**src/rtl/nibble_seq_pkg.sv**
```systemverilog
// Shared definitions for the nibble-serial adder: FSM encodings, the slice
// width and an index-width helper.
package nibble_seq_pkg;

  // FSM state encodings (kept as plain constants for legacy tools)
  localparam logic [1:0] ST_IDLE = 2'd0;
  localparam logic [1:0] ST_RUN  = 2'd1;
  localparam logic [1:0] ST_DONE = 2'd2;

  // Width of the shared adder slice
  localparam int NIBBLE_W = 4;

  // Ceiling log2, used to size the nibble index register
  function automatic int clog2(input int value);
    int r;
    r = 0;
    for (int i = 0; i < 31; i++) begin
      if ((32'sd1 << i) < value) begin
        r = i + 1;
      end else begin
        r = r;
      end
    end
    return r;
  endfunction

endpackage

```
**src/rtl/nibble_add_seq_add4_slice.sv**
```systemverilog
// add4_slice: combinational 4-bit ripple-carry adder. Each full adder takes
// the carry of the stage below it, so the carry ripples bit by bit.
module add4_slice
  import nibble_seq_pkg::*;
(
  input  logic [NIBBLE_W-1:0] a,
  input  logic [NIBBLE_W-1:0] b,
  input  logic                ci,
  output logic [NIBBLE_W-1:0] s,
  output logic                co
);

  logic [NIBBLE_W:0] c_s;

  assign c_s[0] = ci;

  for (genvar i = 0; i < NIBBLE_W; i++) begin : g_fa
    assign s[i]       = a[i] ^ b[i] ^ c_s[i];
    assign c_s[i + 1] = (a[i] & b[i]) | (c_s[i] & (a[i] ^ b[i]));
  end

  assign co = c_s[NIBBLE_W];

endmodule

```
**src/rtl/nibble_add_seq.sv**
```systemverilog
// nibble_add_seq: adds two W-bit operands one nibble per clock, LSB first,
// through a single shared 4-bit slice with a registered carry between nibbles.
// Optional feature: define NIBBLE_SEQ_SUB_EN to add a 'sub' input that turns
// the operation into a - b (computed as a + ~b + 1).
module nibble_add_seq
  import nibble_seq_pkg::*;
#(
  parameter int NIBBLES = 4
) (
  input  logic                      clk,
  input  logic                      rst_n,
  input  logic                      start,
  input  logic [4*NIBBLES-1:0]      a,
  input  logic [4*NIBBLES-1:0]      b,
  input  logic                      cin,
`ifdef NIBBLE_SEQ_SUB_EN
  input  logic                      sub,
`endif
  output logic                      busy,
  output logic                      done,
  output logic [4*NIBBLES-1:0]      sum,
  output logic                      cout
);

  localparam int W     = NIBBLE_W * NIBBLES;
  localparam int IDX_W = clog2(NIBBLES);
  localparam logic [IDX_W-1:0] IDX_LAST = IDX_W'(NIBBLES - 1);
  localparam logic [IDX_W-1:0] IDX_ONE  = IDX_W'(1);

  logic [1:0]       state_q, state_d;
  logic [IDX_W-1:0] idx_q, idx_d;
  logic             carry_q, carry_d;
  logic [W-1:0]     a_q, a_d;
  logic [W-1:0]     b_q, b_d;
  logic [W-1:0]     sum_q, sum_d;
  logic             cout_q, cout_d;
  logic             busy_q, done_q;

  // Bit offset of the nibble currently being processed
  logic [IDX_W+1:0]    nib_lsb_s;
  logic [NIBBLE_W-1:0] slice_a_s, slice_b_s, slice_s_s;
  logic                slice_co_s;

  // Operand B and carry-in as captured at accept; subtract inverts B and forces carry
  logic [W-1:0]        b_cap_s;
  logic                cin_cap_s;

  assign nib_lsb_s = {idx_q, 2'b00};
  assign slice_a_s = a_q[nib_lsb_s +: NIBBLE_W];
  assign slice_b_s = b_q[nib_lsb_s +: NIBBLE_W];

  add4_slice u_slice (
    .a  (slice_a_s),
    .b  (slice_b_s),
    .ci (carry_q),
    .s  (slice_s_s),
    .co (slice_co_s)
  );

`ifdef NIBBLE_SEQ_SUB_EN
  // Capture-time operand conditioning for add or subtract
  always_comb begin
    if (sub) begin
      b_cap_s   = ~b;
      cin_cap_s = 1'b1;
    end else begin
      b_cap_s   = b;
      cin_cap_s = cin;
    end
  end
`else
  assign b_cap_s   = b;
  assign cin_cap_s = cin;
`endif

  // Next-state logic: accept in IDLE, one nibble per cycle in RUN, one-cycle DONE
  always_comb begin
    state_d = state_q;
    idx_d   = idx_q;
    carry_d = carry_q;
    a_d     = a_q;
    b_d     = b_q;
    sum_d   = sum_q;
    cout_d  = cout_q;
    case (state_q)
      ST_IDLE: begin
        if (start) begin
          a_d     = a;
          b_d     = b_cap_s;
          carry_d = cin_cap_s;
          sum_d   = {W{1'b0}};
          idx_d   = {IDX_W{1'b0}};
          state_d = ST_RUN;
        end else begin
          state_d = ST_IDLE;
        end
      end
      ST_RUN: begin
        sum_d[nib_lsb_s +: NIBBLE_W] = slice_s_s;
        carry_d = slice_co_s;
        if (idx_q == IDX_LAST) begin
          cout_d  = slice_co_s;
          state_d = ST_DONE;
        end else begin
          idx_d = idx_q + IDX_ONE;
        end
      end
      ST_DONE: begin
        state_d = ST_IDLE;
      end
      default: begin
        state_d = ST_IDLE;
      end
    endcase
  end

  // State and datapath registers; outputs registered from the next state
  always_ff @(posedge clk) begin
    if (!rst_n) begin
      state_q <= ST_IDLE;
      idx_q   <= {IDX_W{1'b0}};
      carry_q <= 1'b0;
      a_q     <= {W{1'b0}};
      b_q     <= {W{1'b0}};
      sum_q   <= {W{1'b0}};
      cout_q  <= 1'b0;
      busy_q  <= 1'b0;
      done_q  <= 1'b0;
    end else begin
      state_q <= state_d;
      idx_q   <= idx_d;
      carry_q <= carry_d;
      a_q     <= a_d;
      b_q     <= b_d;
      sum_q   <= sum_d;
      cout_q  <= cout_d;
      busy_q  <= (state_d == ST_RUN);
      done_q  <= (state_d == ST_DONE);
    end
  end

  assign busy = busy_q;
  assign done = done_q;
  assign sum  = sum_q;
  assign cout = cout_q;

endmodule
```
**config.mk**
```make
export PLATFORM = sky130hd
export DESIGN_NAME = nibble_add_seq
export DESIGN_NICKNAME = d
export VERILOG_FILES = /design/src/rtl/nibble_seq_pkg.sv /design/src/rtl/nibble_add_seq_add4_slice.sv /design/src/rtl/nibble_add_seq.sv
export SDC_FILE = /design/constraint.sdc
export NUM_CORES = 1
export LEC_CHECK = 0
export CORE_MARGIN = 1.5
export CORE_UTILIZATION = 50
export DETAILED_ROUTE_END_ITERATION = 6
export PLACE_DENSITY = 0.79
export SLEW_MARGIN = 20
export SYNTH_ARGS = -nofsm -noshare
export SYNTH_HDL_FRONTEND = slang
export SYNTH_SLANG_ARGS = --single-unit
```
**constraint.sdc**
```tcl
create_clock -name clk -period 8.05 [get_ports clk]
set_input_delay 1.61 -clock clk [delete_from_list [all_inputs] [get_ports clk]]
set_output_delay 1.61 -clock clk [all_outputs]
set_load 0.03 [all_outputs]
```
==> results of run 1 <==
report_power, final:
| part | switching, W | leakage (nW) | internal, W |
|---|---|---|---|
| Clock | 0.0000879 | 0.0645 | 0.000110 |
| Sequential | 0.0000104 | 0.457 | 0.000289 |
| Combinational | 0.0000429 | 0.681 | 0.0000435 |
| Total | 0.000141 | 1.20 | 0.000443 |
layout make-up:
type	count	area, sq um
Clock buffer	7	96.34
Clock inverter	1	30.03
Tap cell	67	83.83
Sequential cell	56	1121
Timing Repair Buffer	56	563.0
Fill cell	402	1600
Multi-Input combinational cell	183	1277
Inverter	12	45.04
cell usage in the layout, fill, tap and decap left out, types with 5 or more instances in the layout:
cell type	instances
a21boi_0	20
a21boi_1	12
a21oi_1	8
a32o_1	8
clkbuf_8	7
clkdlybuf4s50_1	54
dfxtp_1	56
inv_1	12
mux4_2	8
nand2_1	78
nor2_1	5
o22ai_1	9
worst reg2reg max path, stage by stage (launching register included):
cell,delay [ns]
dfxtp_1,0.90
mux4_2,0.63
inv_1,0.09
fa_1,0.16
inv_1,0.05
fa_1,0.36
inv_1,0.08
fa_1,0.15
inv_1,0.05
fa_1,0.54
a32o_1,0.27
sequential cells by signal, summed over array words and instances, names as in the netlist:
register / flops
b_q: 16
state_q: 2
sum: 16
carry_q: 1
done: 1
busy: 1
a_q: 16
cout: 1
idx_q: 2
per-stage QoR:
stage,instances,area [sq um],utilization [%],hold slack [ns]
after global routing,382,3217,66.78,0.4734
after CTS,381,3202,66.47,0.4603
after floorplan,270,2535,-,0.4319
after detailed placement,373,3075,63.84,0.4462
final,382,3217,66.78,0.4569
after global placement,373,3075,63.84,0.4408
metal layers:
metal | wire, um | vias to the layer above | part of all wire, %
met3 | 226 | 5 | 4.1
met1 | 2532 | 992 | 46
li1 | - | 1015 | -
met4 | 56 | 0 | 1.0
met5 | 0 | - | 0
met2 | 2674 | 45 | 49
worst min-delay path by stage:
stage                     endpoint  slack, ns
after floorplan             b_q[9]       0.43
after global placement     a_q[15]       0.44
after detailed placement   a_q[15]       0.45
after CTS                   b_q[2]       0.46
after global routing        b_q[2]       0.47
final                       b_q[2]       0.46
logic make-up (layout without fill, tap and decap cells):
family | Yosys count | in the layout
AND/OR/NAND/NOR | 101 | 101
AO/OA/AOI/OAI | 65 | 65
flip-flops | 56 | 56
buffers and inverters | 31 | 76
multiplexers | 9 | 9
adder cells (fa/ha/maj) | 8 | 8
==> flow_summary_export.csv, run 1 <==
group,metric,value,unit
timing,worst_pin_slew,1.068,ns
grt,grt_use_met1,28.42,%
yosys,ys.flop_type,"dfxtp_1",
yosys,synth.distinct_cells,36,
timing,slew_headroom,28.83,%
timing,rsz0062_at_grt,"no",
yosys,synth-seq-area-share,44.23,%
floorplanning,io_pins,55,
power,p_per_area,181.6,nW/um^2
timing,fmax,297.8,MHz
timing,fin_skew,0.008047,ns
clocking,cts_tree,"done",
worst_setup_path,cp_slowest_cell,"dfxtp_1",
routing,ant_nets,0,
routing,wl_per_cell,14.37,um
placed_design,gp_congestion,0.8514,
yosys,synth_fa_ha_area_share,5.133,%
grt,grt_pass1_wl,9045,um
worst_setup_path,path_class,"reg2reg",
yosys,synth_xor_area_share,0,%
yosys,ys.warnings.count,0,
placed_design,hpwl,3710,um
yosys,synth-simple-area-share,18.66,%
power,p_leak,1.203,nW
routing,drt-total-wl,5490,um
worst_setup_path,start_kind,"register",
floorplanning,num_rows,25,
routing,vias,2057,
hold_path,holdPathStages,2,
floorplanning,die_x,74.20,um
clocking,root_buffer,"clkbuf_8",
placed_design,pre_cts_ws,4.505,ns
grt,met2_usage,36.41,%
cells_and_area,final_layout_size_suffix_gt1_share,7.619,%
timing,period_share,41.71,%
clocking,ctsHoldBuffers,0,
grt,gr-usage-all-layers,21.71,%
yosys,ys_async_sr_fraction,0,%
timing,hold_violations,0,
timing,setup_tns,0,ns
floorplanning,die_height,74.20,um
hold_path,min_from,"b_q[2]",
hold_path,hold_class,"reg2reg",
cells_and_area,n_antenna_cell,0,
yosys,synthTopCellsByArea,"dfxtp_1 44%, nand2_1 12%, mux4_2 7.1%, a21boi_0 5.9%, a21boi_1 3.6%",
placed_design,io_buffer_count,54,
yosys,muxShareOfSynthArea,7.502,%
yosys,synth-edff-count,0,
yosys,netlist_instances,270,
status,status,"finished, final reports clean",
routing,drt_first_pass_iters,4,
yosys,synth_top_area_cell,"dfxtp_1",
worst_setup_path,cp_num_cells,10,
yosys,syn-num-nets,314,
yosys,synth_top_family_by_area,"compound AO/OA/AOI/OAI gates",
worst_setup_path,worstPathRequired,8.25,ns
clocking,post-cts-setup-buffers,0,
timing,finalWorstSetupSlack,4.692,ns
worst_setup_path,crit_chain,"mux4_2 > inv_1 > fa_1 > inv_1 > fa_1 > inv_1 > fa_1 > inv_1 > fa_1 > a32o_1",
worst_setup_path,cp-end-kind,"register",
floorplanning,start_util,52.62,%
worst_setup_path,ff2ff_path_depth,10,
clocking,cts.clk_slew.worst_paths,0.09,ns
routing,drt-initial-drc-count,169,
floorplanning,core,4817,sq um
grt,grt-ovfl-total,0,
worst_setup_path,crit_start,"idx_q[0]",
worst_setup_path,arrival,3.56,ns
floorplanning,dieArea,5506,sq um
worst_setup_path,cp_max_fo,18,
worst_setup_path,path_delay_family,"adder cells",
routing,vias_per_cell,5.385,
clocking,clkSinkCount,56,
worst_setup_path,r2r-end,"sum[11]",
worst_setup_path,max_stage_delay,0.90,ns
clocking,htreeDepth,2,
job,maxCapViolCount,0,
cells_and_area,num-nets-final,358,
grt,grt_pass1_vias,1955,
yosys,netlist.area_leader.share,44.23,%
yosys,synth_common_cells,"78 x nand2_1, 56 x dfxtp_1, 20 x a21boi_0, 12 x a21boi_1, 12 x inv_1",
yosys,synth.most_common_cell,"nand2_1",
clocking,cts_buffer_depth,2,
timing,maxSlewViolCount,0,
timing,period_minus_slack,3.358,ns
clocking,cts_resized,0,
worst_setup_path,r2r-start,"idx_q[0]",
yosys,synth_area,2535,sq um
clocking,insertion_delay,0.31,ns
yosys,synth-seq-cells,56,
worst_setup_path,regToRegSetupSlack,4.69,ns
yosys,syn_avg_cell_area,9.389,sq um
power,ir_drop,106.1,uV
routing,drc_errors,0,
grt,grt_max_degree,59,
worst_setup_path,setup.worst_path.end,"sum[11]",
worst_setup_path,path_buf_inv,4,
grt,antenna_found_initial,0,
cells_and_area,synthToLayoutAreaGrowth,26.90,%
clocking,cts_made_buffers,5,
grt,grt_util_met3,4.472,%
power,p_total,0.0005840,W
yosys,synth_compound_area_share,18.85,%
grt,busiest_layer,"met2",
timing,setup_viol,0,
Power figures use the tool's default switching activity.
==> run 2: changes to the inputs <==
Clock period 8.05 ns to 3.5 ns, I/O delays scaled along.
==> run 2 against run 1 <==
Flip-flop and latch count stayed put. Utilization is 0.31 points lower. Setup slack worse by 4.0 ns. Combinational power is 130% higher. Critical path type unchanged.
==> flow_summary_export.csv, run 2 (same netlist as run 1, synthesis figures left out) <==
group,metric,value,unit
clocking,htreeDepth,2,
worst_setup_path,path_buf_inv,4,
worst_setup_path,path_class,"reg2reg",
hold_path,hold_class,"reg2reg",
placed_design,gp_congestion,0.9238,
routing,drt_first_pass_iters,4,
timing,setup_viol,0,
clocking,cts.clk_slew.worst_paths,0.10,ns
cells_and_area,multiInputGateArea,1277,sq um
cells_and_area,n_antenna_cell,0,
grt,gr-usage-all-layers,21.44,%
routing,ant_nets,0,
worst_setup_path,cp_slowest_cell,"dfxtp_1",
routing,vias_per_cell,5.282,
cells_and_area,synthToLayoutAreaGrowth,26.31,%
worst_setup_path,path_delay_family,"adder cells",
clocking,post-cts-setup-buffers,0,
clocking,cts_resized,0,
worst_setup_path,arrival,3.04,ns
status,status,"finished, final reports clean",
timing,fmax,352.8,MHz
clocking,cts_made_buffers,5,
timing,worst_pin_slew,1.015,ns
job,maxCapViolCount,0,
routing,wl_per_cell,13.79,um
timing,fin_skew,0.007795,ns
clocking,ctsHoldBuffers,0,
clocking,root_buffer,"clkbuf_8",
clocking,cts_tree,"done",
routing,drc_errors,0,
timing,setup_tns,0,ns
floorplanning,core,4817,sq um
floorplanning,start_util,52.62,%
timing,period_minus_slack,2.834,ns
clocking,clkSinkCount,56,
cells_and_area,final_layout_size_suffix_gt1_share,7.911,%
power,ir_drop,246.1,uV
cells_and_area,regArea,1121,sq um
grt,antenna_found_initial,0,
placed_design,io_buffer_count,54,
cells_and_area,final_cell_mix,"78 x nand2_1, 56 x dfxtp_1, 54 x clkdlybuf4s50_1, 20 x a21boi_0",
routing,vias,2023,
timing,timing.hold.ws,0.4651,ns
cells_and_area,final_common_cell,"nand2_1",
clocking,insertion_delay,0.31,ns
cells_and_area,num-nets-final,359,
floorplanning,num_rows,25,
worst_setup_path,cp_max_fo,11,
floorplanning,dieArea,5506,sq um
floorplanning,die_x,74.20,um
timing,maxSlewViolCount,0,
worst_setup_path,worstPathRequired,3.70,ns
grt,grt_pass1_wl,9108,um
worst_setup_path,start_kind,"register",
timing,rsz0062_at_grt,"no",
routing,drt-total-wl,5280,um
timing,slew_headroom,32.36,%
timing,hold_violations,0,
cells_and_area,final_util,66.47,%
grt,grt_pass1_vias,1954,
clocking,cts_buffer_depth,2,
grt,grt-ovfl-total,0,
grt,grt_max_degree,40,
floorplanning,die_height,74.20,um
timing,period_share,80.98,%
worst_setup_path,crit_chain,"mux4_2 > inv_1 > fa_1 > inv_1 > fa_1 > inv_1 > fa_1 > inv_1 > fa_1 > a32o_1",
placed_design,hpwl,3924,um
power,p_leak,1.196,nW
worst_setup_path,cp-end-kind,"register",
cells_and_area,fillers,404,
floorplanning,io_pins,55,
power,p_total,0.001303,W
worst_setup_path,max_stage_delay,0.60,ns
power,p_per_area,406.9,nW/um^2
routing,drt-initial-drc-count,171,
## run 2: changes by cell type in the layout (fill, tap and decap cells not counted), sizes merged
cell / previous run / this run
buf: 2 / 3
clkbuf: 7 / 5
clkinv: 0 / 1
clkinvlp: 0 / 1
## run 2: report_power, final
group          internal (W)  switching [W]  leakage [nW]
Clock              0.000212       0.000205        0.0541
Sequential         0.000666      0.0000217         0.457
Combinational     0.0000995      0.0000985         0.684
Total              0.000977       0.000325          1.20
## run 2: through the flow
step / instance area (sq um) / std cells / setup WS [ns]
after detailed placement: 3090 / 375 / 0.6694
after global routing: 3202 / 383 / 0.4834
after floorplan: 2535 / 270 / 0.7643
after CTS: 3202 / 383 / 0.6356
final: 3202 / 383 / 0.6656
after global placement: 3090 / 375 / 0.7399
## run 2: final cells by class
cell class	count	share of cell area, %
Tap cell	67	2.618
Clock inverter	3	1.329
Timing Repair Buffer	57	17.58
Sequential cell	56	35.01
Clock buffer	5	2.149
Multi-Input combinational cell	183	39.90
Inverter	12	1.407
## run 2: per-layer routing
| layer | share of wire, % | routed length, um | global-route usage [%] |
|---|---|---|---|
| met4 | 1.0 | 55 | 5.967 |
| met2 | 49 | 2587 | 34.52 |
| met3 | 4.4 | 230 | 4.201 |
| met5 | 0 | 0 | 0 |
| met1 | 46 | 2408 | 29.52 |
## run 2: worst paths after layout
kind / start / endpoint / slack, ns / depth (start not counted)
worst min register to register: b_q[1] / b_q[1] / 0.47 / 2
worst min-delay path: b_q[1] / b_q[1] / 0.47 / 2
worst max-delay path: idx_q[1] / sum[11] / 0.67 / 10
worst max register to register: idx_q[1] / sum[11] / 0.67 / 10
## run 2: worst register-to-register path, stage by stage, from the launching register on
cell	delay (ns)
dfxtp_1	0.60
mux4_2	0.28
inv_1	0.05
fa_1	0.38
inv_1	0.07
fa_1	0.15
inv_1	0.05
fa_1	0.35
inv_1	0.08
fa_1	0.47
a32o_1	0.24
